<file path="src/rtl/everloop_pkg.sv">
// Shared types and 50 MHz default timing for the everloop LED ring.
// The LED count and bytes-per-LED defaults are also used to size the frame RAM.
package everloop_pkg;

  typedef enum logic [2:0] {IDLE, FETCH, LOAD, BIT, LATCH} state_t;

  localparam int EVL_NUM_LEDS      = 35;
  localparam int EVL_BYTES_PER_LED = 4;
  localparam int EVL_BIT_CYCLES    = 63;    // 1.25 us
  localparam int EVL_T0H_CYCLES    = 18;
  localparam int EVL_T1H_CYCLES    = 35;
  localparam int EVL_RESET_CYCLES  = 4000;  // 80 us latch gap

endpackage

</file>
<file path="src/rtl/everloop_bit_timer.sv">
// WS2812 bit-period timer. It works one cycle ahead: run/bit_val describe the
// coming cycle, so ws is a flop that is already correct in the first cycle of
// a bit. first_cycle flags that the coming cycle opens a new bit period.
module everloop_bit_timer #(
  parameter int BIT_CYCLES = 63,
  parameter int T0H_CYCLES = 18,
  parameter int T1H_CYCLES = 35
) (
  input  logic clk,
  input  logic resetn,
  input  logic run,
  input  logic bit_val,
  output logic ws,
  output logic bit_end,
  output logic first_cycle
);
  localparam int CW = (BIT_CYCLES > 1) ? $clog2(BIT_CYCLES) : 1;

  logic [CW-1:0] cnt_q, cnt_n;
  logic          active_q;
  logic          ws_n;

  // Next bit phase and the line level that phase produces.
  always_comb begin
    cnt_n = '0;
    if (run && active_q && (cnt_q != CW'(BIT_CYCLES - 1)))
      cnt_n = cnt_q + CW'(1);
    ws_n = run && (int'(cnt_n) < (bit_val ? T1H_CYCLES : T0H_CYCLES));
  end

  assign bit_end     = active_q && (cnt_q == CW'(BIT_CYCLES - 1));
  assign first_cycle = run && (cnt_n == '0);

  // Phase counter and registered line level.
  always_ff @(posedge clk or negedge resetn) begin
    if (!resetn) begin
      cnt_q    <= '0;
      active_q <= 1'b0;
      ws       <= 1'b0;
    end else begin
      cnt_q    <= cnt_n;
      active_q <= run;
      ws       <= ws_n;
    end
  end

endmodule

</file>
<file path="src/rtl/everloop_ws2812_driver.sv">
// Everloop WS2812/SK6812 ring driver: reads the LED frame RAM byte by byte,
// shifts each byte out MSB first, then holds the line low for the latch gap.
// The next byte is prefetched during bit 0 so bytes follow with no gap.
// Build option EVERLOOP_AUTO_REFRESH_EN: frames repeat back-to-back from reset
// release and start is ignored.
module everloop_ws2812_driver
  import everloop_pkg::*;
#(
  parameter int NUM_LEDS      = EVL_NUM_LEDS,
  parameter int BYTES_PER_LED = EVL_BYTES_PER_LED,
  parameter int BIT_CYCLES    = EVL_BIT_CYCLES,
  parameter int T0H_CYCLES    = EVL_T0H_CYCLES,
  parameter int T1H_CYCLES    = EVL_T1H_CYCLES,
  parameter int RESET_CYCLES  = EVL_RESET_CYCLES
) (
  input  logic       clk,
  input  logic       resetn,
  input  logic       start,
  output logic       ram_en,
  output logic [7:0] ram_adr,
  input  logic [7:0] ram_dat,
  output logic       ws_out,
  output logic       busy,
  output logic       frame_done
);
  localparam int TOTAL = NUM_LEDS * BYTES_PER_LED;
  localparam int BW    = (TOTAL > 1) ? $clog2(TOTAL) : 1;
  localparam int LW    = (RESET_CYCLES > 1) ? $clog2(RESET_CYCLES) : 1;

  if (TOTAL > 256) begin : g_err_total
    $error("everloop: NUM_LEDS*BYTES_PER_LED exceeds the 8-bit RAM address space");
  end
  if (T1H_CYCLES >= BIT_CYCLES) begin : g_err_t1h
    $error("everloop: T1H_CYCLES must be below BIT_CYCLES");
  end
  if (T0H_CYCLES >= T1H_CYCLES) begin : g_err_t0h
    $error("everloop: T0H_CYCLES must be below T1H_CYCLES");
  end
  if (RESET_CYCLES < 2) begin : g_err_rst
    // frame_done is raised one cycle ahead from the latch counter
    $error("everloop: RESET_CYCLES must be at least 2");
  end

  state_t        state_q, state_n;
  logic [BW-1:0] byte_q, byte_n;
  logic [2:0]    bit_idx_q, bit_idx_n;
  logic [7:0]    shift_q, shift_n;
  logic [7:0]    pf_q;
  logic          pf_pend_q;
  logic [LW-1:0] lat_q, lat_n;
  logic          busy_n, done_n;
  logic          ram_en_n;
  logic [7:0]    ram_adr_n;
  logic          run, bit_end, first_cycle;

`ifdef EVERLOOP_AUTO_REFRESH_EN
  logic unused_start;
  assign unused_start = start;
`endif

  // Frame sequencing: next state, byte/bit position and shift data.
  always_comb begin
    state_n   = state_q;
    byte_n    = byte_q;
    bit_idx_n = bit_idx_q;
    shift_n   = shift_q;
    lat_n     = lat_q;
    busy_n    = busy;
    done_n    = 1'b0;
    case (state_q)
      IDLE: begin
`ifdef EVERLOOP_AUTO_REFRESH_EN
        state_n = FETCH;
        busy_n  = 1'b1;
`else
        if (start) begin
          state_n = FETCH;
          busy_n  = 1'b1;
        end
`endif
      end
      FETCH: state_n = LOAD;
      LOAD: begin
        shift_n   = ram_dat;
        bit_idx_n = 3'd7;
        byte_n    = '0;
        state_n   = BIT;
      end
      BIT: begin
        if (bit_end) begin
          if (bit_idx_q != 3'd0) begin
            shift_n   = {shift_q[6:0], 1'b0};
            bit_idx_n = bit_idx_q - 3'd1;
          end else if (int'(byte_q) == TOTAL - 1) begin
            state_n = LATCH;
            lat_n   = '0;
          end else begin
            shift_n   = pf_q;
            bit_idx_n = 3'd7;
            byte_n    = byte_q + BW'(1);
          end
        end
      end
      LATCH: begin
        done_n = (int'(lat_q) == RESET_CYCLES - 2);
        if (int'(lat_q) == RESET_CYCLES - 1) begin
`ifdef EVERLOOP_AUTO_REFRESH_EN
          state_n = FETCH;
`else
          state_n = IDLE;
          busy_n  = 1'b0;
`endif
        end else begin
          lat_n = lat_q + LW'(1);
        end
      end
      default: state_n = IDLE;
    endcase
  end

  assign run = (state_n == BIT);

  // RAM read requests: the initial fetch, then one prefetch as bit 0 opens.
  always_comb begin
    ram_en_n  = 1'b0;
    ram_adr_n = ram_adr;
    if (state_n == FETCH) begin
      ram_en_n  = 1'b1;
      ram_adr_n = '0;
    end else if (run && first_cycle && (bit_idx_n == 3'd0) &&
                 (int'(byte_n) < TOTAL - 1)) begin
      ram_en_n  = 1'b1;
      ram_adr_n = 8'(byte_n) + 8'd1;
    end
  end

  everloop_bit_timer #(
    .BIT_CYCLES (BIT_CYCLES),
    .T0H_CYCLES (T0H_CYCLES),
    .T1H_CYCLES (T1H_CYCLES)
  ) u_bit_timer (
    .clk         (clk),
    .resetn      (resetn),
    .run         (run),
    .bit_val     (shift_n[7]),
    .ws          (ws_out),
    .bit_end     (bit_end),
    .first_cycle (first_cycle)
  );

  // State, datapath and registered outputs.
  always_ff @(posedge clk or negedge resetn) begin
    if (!resetn) begin
      state_q    <= IDLE;
      byte_q     <= '0;
      bit_idx_q  <= '0;
      shift_q    <= '0;
      pf_q       <= '0;
      pf_pend_q  <= 1'b0;
      lat_q      <= '0;
      ram_en     <= 1'b0;
      ram_adr    <= '0;
      busy       <= 1'b0;
      frame_done <= 1'b0;
    end else begin
      state_q    <= state_n;
      byte_q     <= byte_n;
      bit_idx_q  <= bit_idx_n;
      shift_q    <= shift_n;
      lat_q      <= lat_n;
      ram_en     <= ram_en_n;
      ram_adr    <= ram_adr_n;
      busy       <= busy_n;
      frame_done <= done_n;
      // RAM data for a prefetch arrives the cycle after its read enable
      pf_pend_q  <= ram_en && (state_q == BIT);
      if (pf_pend_q) pf_q <= ram_dat;
    end
  end

endmodule
</file>
<file path="config.mk">
export PLATFORM = sky130hd
export DESIGN_NAME = everloop_ws2812_driver
export DESIGN_NICKNAME = d
export VERILOG_FILES = /design/src/rtl/everloop_pkg.sv /design/src/rtl/everloop_bit_timer.sv /design/src/rtl/everloop_ws2812_driver.sv
export SDC_FILE = /design/constraint.sdc
export NUM_CORES = 1
export LEC_CHECK = 0
export ABC_AREA = 1
export CORE_UTILIZATION = 63
export CTS_CLUSTER_DIAMETER = 200
export CTS_CLUSTER_SIZE = 12
export DETAILED_ROUTE_END_ITERATION = 8
export GPL_ROUTABILITY_DRIVEN = 0
export PLACE_DENSITY_LB_ADDON = 0.08
export SLEW_MARGIN = 5
export SYNTH_ARGS = -nofsm -noshare
export SYNTH_HDL_FRONTEND = slang
export SYNTH_SLANG_ARGS = --single-unit
</file>
<file path="constraint.sdc">
create_clock -name clk -period 5.15 [get_ports clk]
set_clock_uncertainty 0.2 [all_clocks]
set_input_delay 0.515 -clock clk [delete_from_list [all_inputs] [get_ports clk]]
set_output_delay 0.515 -clock clk [all_outputs]
set_load 0.02 [all_outputs]
</file>
---- Yosys cells after proc, flatten, opt, wreduce, memory -nomap -nowiden ----
Cells that the tools add are included.
storage, ports and cells
  register bits ........................... 62
  input port bits ......................... 11
operators by class
  add/sub/neg operators ................... 5
  $lt $le $gt $ge ......................... 2
  equality and inequality tests ........... 18
  mux-type cells .......................... 33
  reduce and logical (&&, ||, !) cells .... 20
operators with widths
  cell                                                                     count
  8-bit 2-to-1 mux                                                         8
  12-bit 2-to-1 mux                                                        4
  7-bit by 32-bit less-than comparator with 1-bit output                   1
  8-bit case mux with 2 select lines                                       2
  12-bit by 8-bit equality test with 1-bit output (second input constant)  2
  3-bit 2-to-1 mux                                                         8
  12-bit case mux with 2 select lines                                      1
  8-bit by 1-bit adder with 8-bit output (second input constant)           2
  3-bit case mux with 5 select lines                                       1
  12-bit by 1-bit adder with 12-bit output (second input constant)         1
  6-bit 2-to-1 mux                                                         2
  2-bit inequality test (second input constant)                            6
  3-bit by 2-bit equality test with 1-bit output (second input constant)   3
  1-bit logical AND                                                        9
  8-bit equality test (second input constant)                              1
  8-bit less-than comparator (second input constant)                       1
  2-bit nonzero test                                                       4
  6-bit by 1-bit adder with 6-bit output (second input constant)           1
  3-bit by 1-bit equality test with 1-bit output (second input constant)   2
  6-bit equality test (second input constant)                              1
  3-bit logical NOT                                                        2
  6-bit logical NOT                                                        1
  6-bit inequality test (second input constant)                            1
  3-bit case mux with 2 select lines                                       1
  8 further kinds                                                          13

---- Logic depth before layout (Yosys ltp) ----
  word-level depth ........................ 16
  gate-level depth with buffers ........... 20
  depth with buffers taken out ............ 20

---- By module ----
Synthesis repeated with hierarchy kept, for this count alone.
second synthesis, totals
  cells, all modules ...................... 484
  area total of the unflattened synthesis .. 3777.4 um2
by module, submodules not included
  module                  instances  cells each  area an instance (um2)  sequential area each (um2)
  everloop_ws2812_driver  1          418         3251.9                  1351.3
  everloop_bit_timer      1          66          525.5                   200.2

---- Worst setup path after synthesis ----
Ideal clock, no wire load.
  path kind ............................... flip-flop to flip-flop
  start point ............................. reg u_bit_timer.cnt_q[0]
  end point ............................... reg ram_adr[5]
  data arrival time ....................... 2.310 ns
  path slack .............................. 2.523 ns
  stages on the path, launching flop included .. 21
  buffers on the path ..................... 0
  path through ............................ dfrtp_1 > inv_1 > ha_1 > inv_1 > nor2_4 > nand3_4 > nor2_4 > nand2_1 > nand2_1 > nand2_1 > nor2_4 > ha_1 > inv_1 > nand3_1 > nand2_1 > nand2_1 > nand2_2 > nand3_4 > clkinv_4 > nand2_1 > nand2_1
between the ends
  elaborated cells between the ends (all ways) .. 26
RTL lines
  element                                                                                      RTL line                                                      RTL
  from (decl)                                                                                  everloop_bit_timer.sv:19                                      logic [CW-1:0] cnt_q, cnt_n;
  from (signal assigned)                                                                       everloop_bit_timer.sv:41                                      cnt_q <= cnt_n;
  6-bit equality test *                                                                        everloop_bit_timer.sv:31                                      assign bit_end = active_q && (cnt_q == CW'(BIT_CYCLES - 1));
  1-bit logical AND *                                                                          everloop_bit_timer.sv:31
  8-bit 2-to-1 mux *                                                                           everloop_ws2812_driver.sv:90                                  if (bit_end) begin
  8-bit case mux with 2 select lines *                                                         everloop_ws2812_driver.sv:70                                  case (state_q)
  via byte_n[0]                                                                                everloop_ws2812_driver.sv:45                                  logic [BW-1:0] byte_q, byte_n;
  8-bit by 1-bit adder with 8-bit output / 8-bit less-than comparator (equally long branches)  everloop_ws2812_driver.sv:133, everloop_ws2812_driver.sv:131
  8-bit 2-to-1 mux / 1-bit logical AND (equally long branches)                                 everloop_ws2812_driver.sv:130                                 end else if (run && first_cycle && (bit_idx_n == 3'd0) &&
  8-bit 2-to-1 mux / 2-bit nonzero test (equally long branches)                                n/a
  to (signal assigned)                                                                         everloop_ws2812_driver.sv:172                                 ram_adr <= ram_adr_n;
  to (decl)                                                                                    everloop_ws2812_driver.sv:20                                  output logic [7:0] ram_adr,
Mark *: on every way through the listed nets, which the timed path passes. The rest lies on a longest branch. The select of a mux whose other input is x is not followed.
A chain may end at the register's enable or synchronous reset.

---- Worst setup path in the final report ----
  start point ............................. reg bit_idx_q[1]
  end point ............................... reg ram_adr[7]
between the ends
  elaborated cells between the ends (all ways) .. 28
RTL lines
  element                                                                                      RTL line                                                      RTL
  from (decl)                                                                                  everloop_ws2812_driver.sv:46                                  logic [2:0] bit_idx_q, bit_idx_n;
  from (signal assigned)                                                                       everloop_ws2812_driver.sv:168                                 bit_idx_q <= bit_idx_n;
  3-bit nonzero test *                                                                         everloop_ws2812_driver.sv:91                                  if (bit_idx_q != 3'd0) begin
  8-bit 2-to-1 mux *                                                                           everloop_ws2812_driver.sv:91
  8-bit 2-to-1 mux *                                                                           everloop_ws2812_driver.sv:90
  8-bit case mux with 2 select lines *                                                         everloop_ws2812_driver.sv:70
  via byte_n[0]                                                                                everloop_ws2812_driver.sv:45
  8-bit by 1-bit adder with 8-bit output / 8-bit less-than comparator (equally long branches)  everloop_ws2812_driver.sv:133, everloop_ws2812_driver.sv:131
  8-bit 2-to-1 mux / 1-bit logical AND (equally long branches)                                 everloop_ws2812_driver.sv:130
  8-bit 2-to-1 mux / 2-bit nonzero test (equally long branches)                                n/a
Marks and branches as above.

==> impl_metrics.tcl <==
set metrics [dict create \
    syn_area_mm2 0.00362 \
    ios 23 \
    grt.total_usage_pct 28.3 \
    final_util_pct 74.4 \
    clock_latency_ns 0.34 \
    crit_top_cell "nand2_1" \
    fin_crit_sh_pct 61.5 \
    ctsResizeCount 0 \
    synth.most_common_cell "nand2_1" \
    critical_path_class "flip-flop to flip-flop" \
    hold_slack_ns 0.128 \
    netlist_top_cells_count "nand2_1, inv_1, dfrtp_1" \
    drc 0 \
    routed_wl_um 7680 \
    antenna_cells 0 \
    synth_top_flop_cell "dfrtp_1" \
    clockBufferDepth 2 \
    hold_class "input port to async pin" \
    power_density_mw_per_mm2 224 \
    synth_fp_nets 483 \
    clk_pin_slew_ns 0.07 \
    fmax_mhz 315 \
    critical_path.max_fanout 13 \
    min_period_ns 3.17 \
    synthArstFlopShare_pct 100 \
    ys_types 40 \
    finalHoldViolCount 0 \
    overflow 0 \
    cts_sinks 62 \
    htreeDepth 3 \
    grt_pass1_wl_um 13300 \
    cp.arrival_ns 3.20 \
    peakVddDrop_v 0.000160 \
    slowest_delay_ns 0.37 \
    slowest_stage "dfrtp_1" \
    drv_slew 0 \
    core_mm2 0.00551 \
    stdcell_count 570 \
    postCtsSetupRepairBufs 0 \
    reg2reg_to "ram_adr[7]" \
    rows 27 \
    drv_cap 0 \
    r2r_start "bit_idx_q[1]" \
    ant_nets 0 \
    hpwl_um 5590 \
    grt_max_degree 63 \
    start_util_pct 65.7 \
    chipWidth_um 77.8 \
    rsz0062_at_grt "no" \
    ys_seq_area_share_pct 42.9 \
    vias_per_cell 5.39 \
    synth_top_cell_by_area "dfrtp_1" \
    synth_top_area_share_pct 42.9 \
    num_vias 3071 \
    drt_iter0_markers 230 \
    cts_root_buffer "clkbuf_8" \
    start_kind "flip-flop" \
    synthCells 462 \
    die_y_um 77.8 \
    holdBufCountCts 0 \
    cts_tree "built" \
    numPortBuffers 22 \
    drtPass1Iterations 4 \
    layout-drive-gt1-share_pct 12.0 \
    yosys-top-cells-area "dfrtp_1, nand2_1, inv_1, nand3_1, ha_1" \
    synthAdderAreaFrac_pct 3.46 \
    ys_ff_latch 62 \
    worst_pin_slew_ns 0.791 \
    synth_area_per_cell_um2 7.83 \
    rrSetupSlack_ns 1.98 \
    fillers 411 \
    synth_compound_area_share_pct 9.20 \
    synth_top_family_by_area "simple AND/OR/NAND/NOR gates" \
    yosys.area_share.simple_pct 34.1 \
    seq_area_mm2 0.00155 \
    tns_ns 0 \
    worstPathCellList "inv_1 > ha_1 > nand2_1 > inv_1 > nand2_2 > nor2_4 > nand2_1 > nand2_1 > nand2_1 > nor2_4 > ha_1 > inv_1 > nand3_1 > nand2_1 > nand2_1 > nand2_2 > nand3_4 > clkinv_4 > nand2_1 > nand2_1" \
    place_inst 554 \
    cts_buffers 9 \
    multi_input_area_mm2 0.00175 \
    outcome "finished, final reports clean" \
    grt_pass1_vias 3003 \
    fin_nets 514 \
    dieArea_mm2 0.00605 \
    synth_mux_area_share_pct 0.311 \
    routedWlPerCell_um 13.5 \
    antenna_found_initial 0 \
    yosys.area_share.xor_xnor_pct 1.45 \
    cp-end-kind "flip-flop" \
    syn2layout_area_growth_pct 13.3 \
    synth_edf_count 0 \
    slew_headroom_pct 47.2 \
    reg2reg_depth 20 \
    yosys_warnings 0 \
    power.leakage_nw 2.02 \
    cp.required_ns 5.18 \
    setup_viol 0 \
]
-- how the worst max path moves through the flow --
stage                                    start          to  slack [ns]  cells past startpoint
after floorplan           u_bit_timer.cnt_q[0]  ram_adr[5]        2.52                     20
after global placement            bit_idx_q[0]  ram_adr[6]        2.23                     20
after detailed placement          bit_idx_q[1]  ram_adr[7]        2.04                     20
after CTS                         bit_idx_q[1]  ram_adr[7]        2.02                     20
after global routing              bit_idx_q[0]  ram_adr[5]        1.66                     20
final                             bit_idx_q[1]  ram_adr[7]        1.98                     20
-- metal layers --
layer	share of wire, %	vias to the layer above	track usage (%)
met5	0	-	0
met4	1.8	0	13.2
met3	4.5	16	5.76
met2	48	65	46.5
met1	45	1451	35.6
li1	-	1539	-
-- kinds of logic (layout without fill, tap and decap cells) --
kind of cell / count (synthesis) / count (layout)
and+or+nand+nor: 246 / 246
buffers and inverters: 81 / 117
DFF: 62 / 62
AOI/OAI and AO/OA: 56 / 56
adders and majority gates: 10 / 10
xor gates and xnor gates: 6 / 6
muxes: 1 / 1
-- sequential cells by signal (all words and copies together) (netlist names), 3 cells and up --
name / cells
bit_idx_q: 3
state_q: 3
pf_q: 8
byte_q: 8
ram_adr: 8
shift_q: 8
lat_q: 12
u_bit_timer.cnt_q: 6
-- placed cells by master (no fill, tap or decap), types with 3 or more instances in the layout --
master / count
a21oi_1: 15
clkbuf_1: 4
clkbuf_8: 12
clkdlybuf4s50_1: 21
dfrtp_1: 62
ha_1: 10
inv_1: 69
inv_2: 7
nand2_1: 131
nand2_2: 10
nand2_4: 5
nand3_1: 35
nand3_4: 3
nand3b_1: 3
nand4_1: 3
nor2_1: 31
nor2_2: 4
nor2_4: 4
nor2_8: 3
nor3_1: 4
o211ai_1: 9
o21ai_0: 17
o22ai_1: 6
xor2_1: 5
-- where the power goes --
| part | internal [mW] | total (mW) | switching (mW) |
|---|---|---|---|
| clock | 0.215 | 0.395 | 0.180 |
| combinational | 0.0122 | 0.0293 | 0.0171 |
| sequential | 0.491 | 0.492 | 0.000923 |
| total | 0.718 | 0.916 | 0.198 |
-- worst max-delay path: cells and delay by family (launching register included) --
family	cells	cell delay [ns]
adders and majority gates	2	0.44
buffers and inverters	4	0.59
DFF	1	0.37
and+or+nand+nor	14	1.45
-- through the flow --
step	power (mW)	worst slack, ns	cell area [um2]
after floorplan	0.509	2.52	3620
after global placement	0.530	2.23	3920
after detailed placement	0.530	2.04	3920
after CTS	0.919	2.02	4100
after global routing	0.943	1.66	4100
final	0.916	1.98	4100
-- area by class of cell --
| cell class | instances | area share [%] |
|---|---|---|
| Tap cell | 72 | 2.20 |
| Inverter | 78 | 7.33 |
| Clock buffer | 16 | 4.40 |
| Timing Repair Buffer | 23 | 5.43 |
| Sequential cell | 62 | 37.9 |
| Multi-Input combinational cell | 319 | 42.8 |
(Power assumes the default switching activity.)
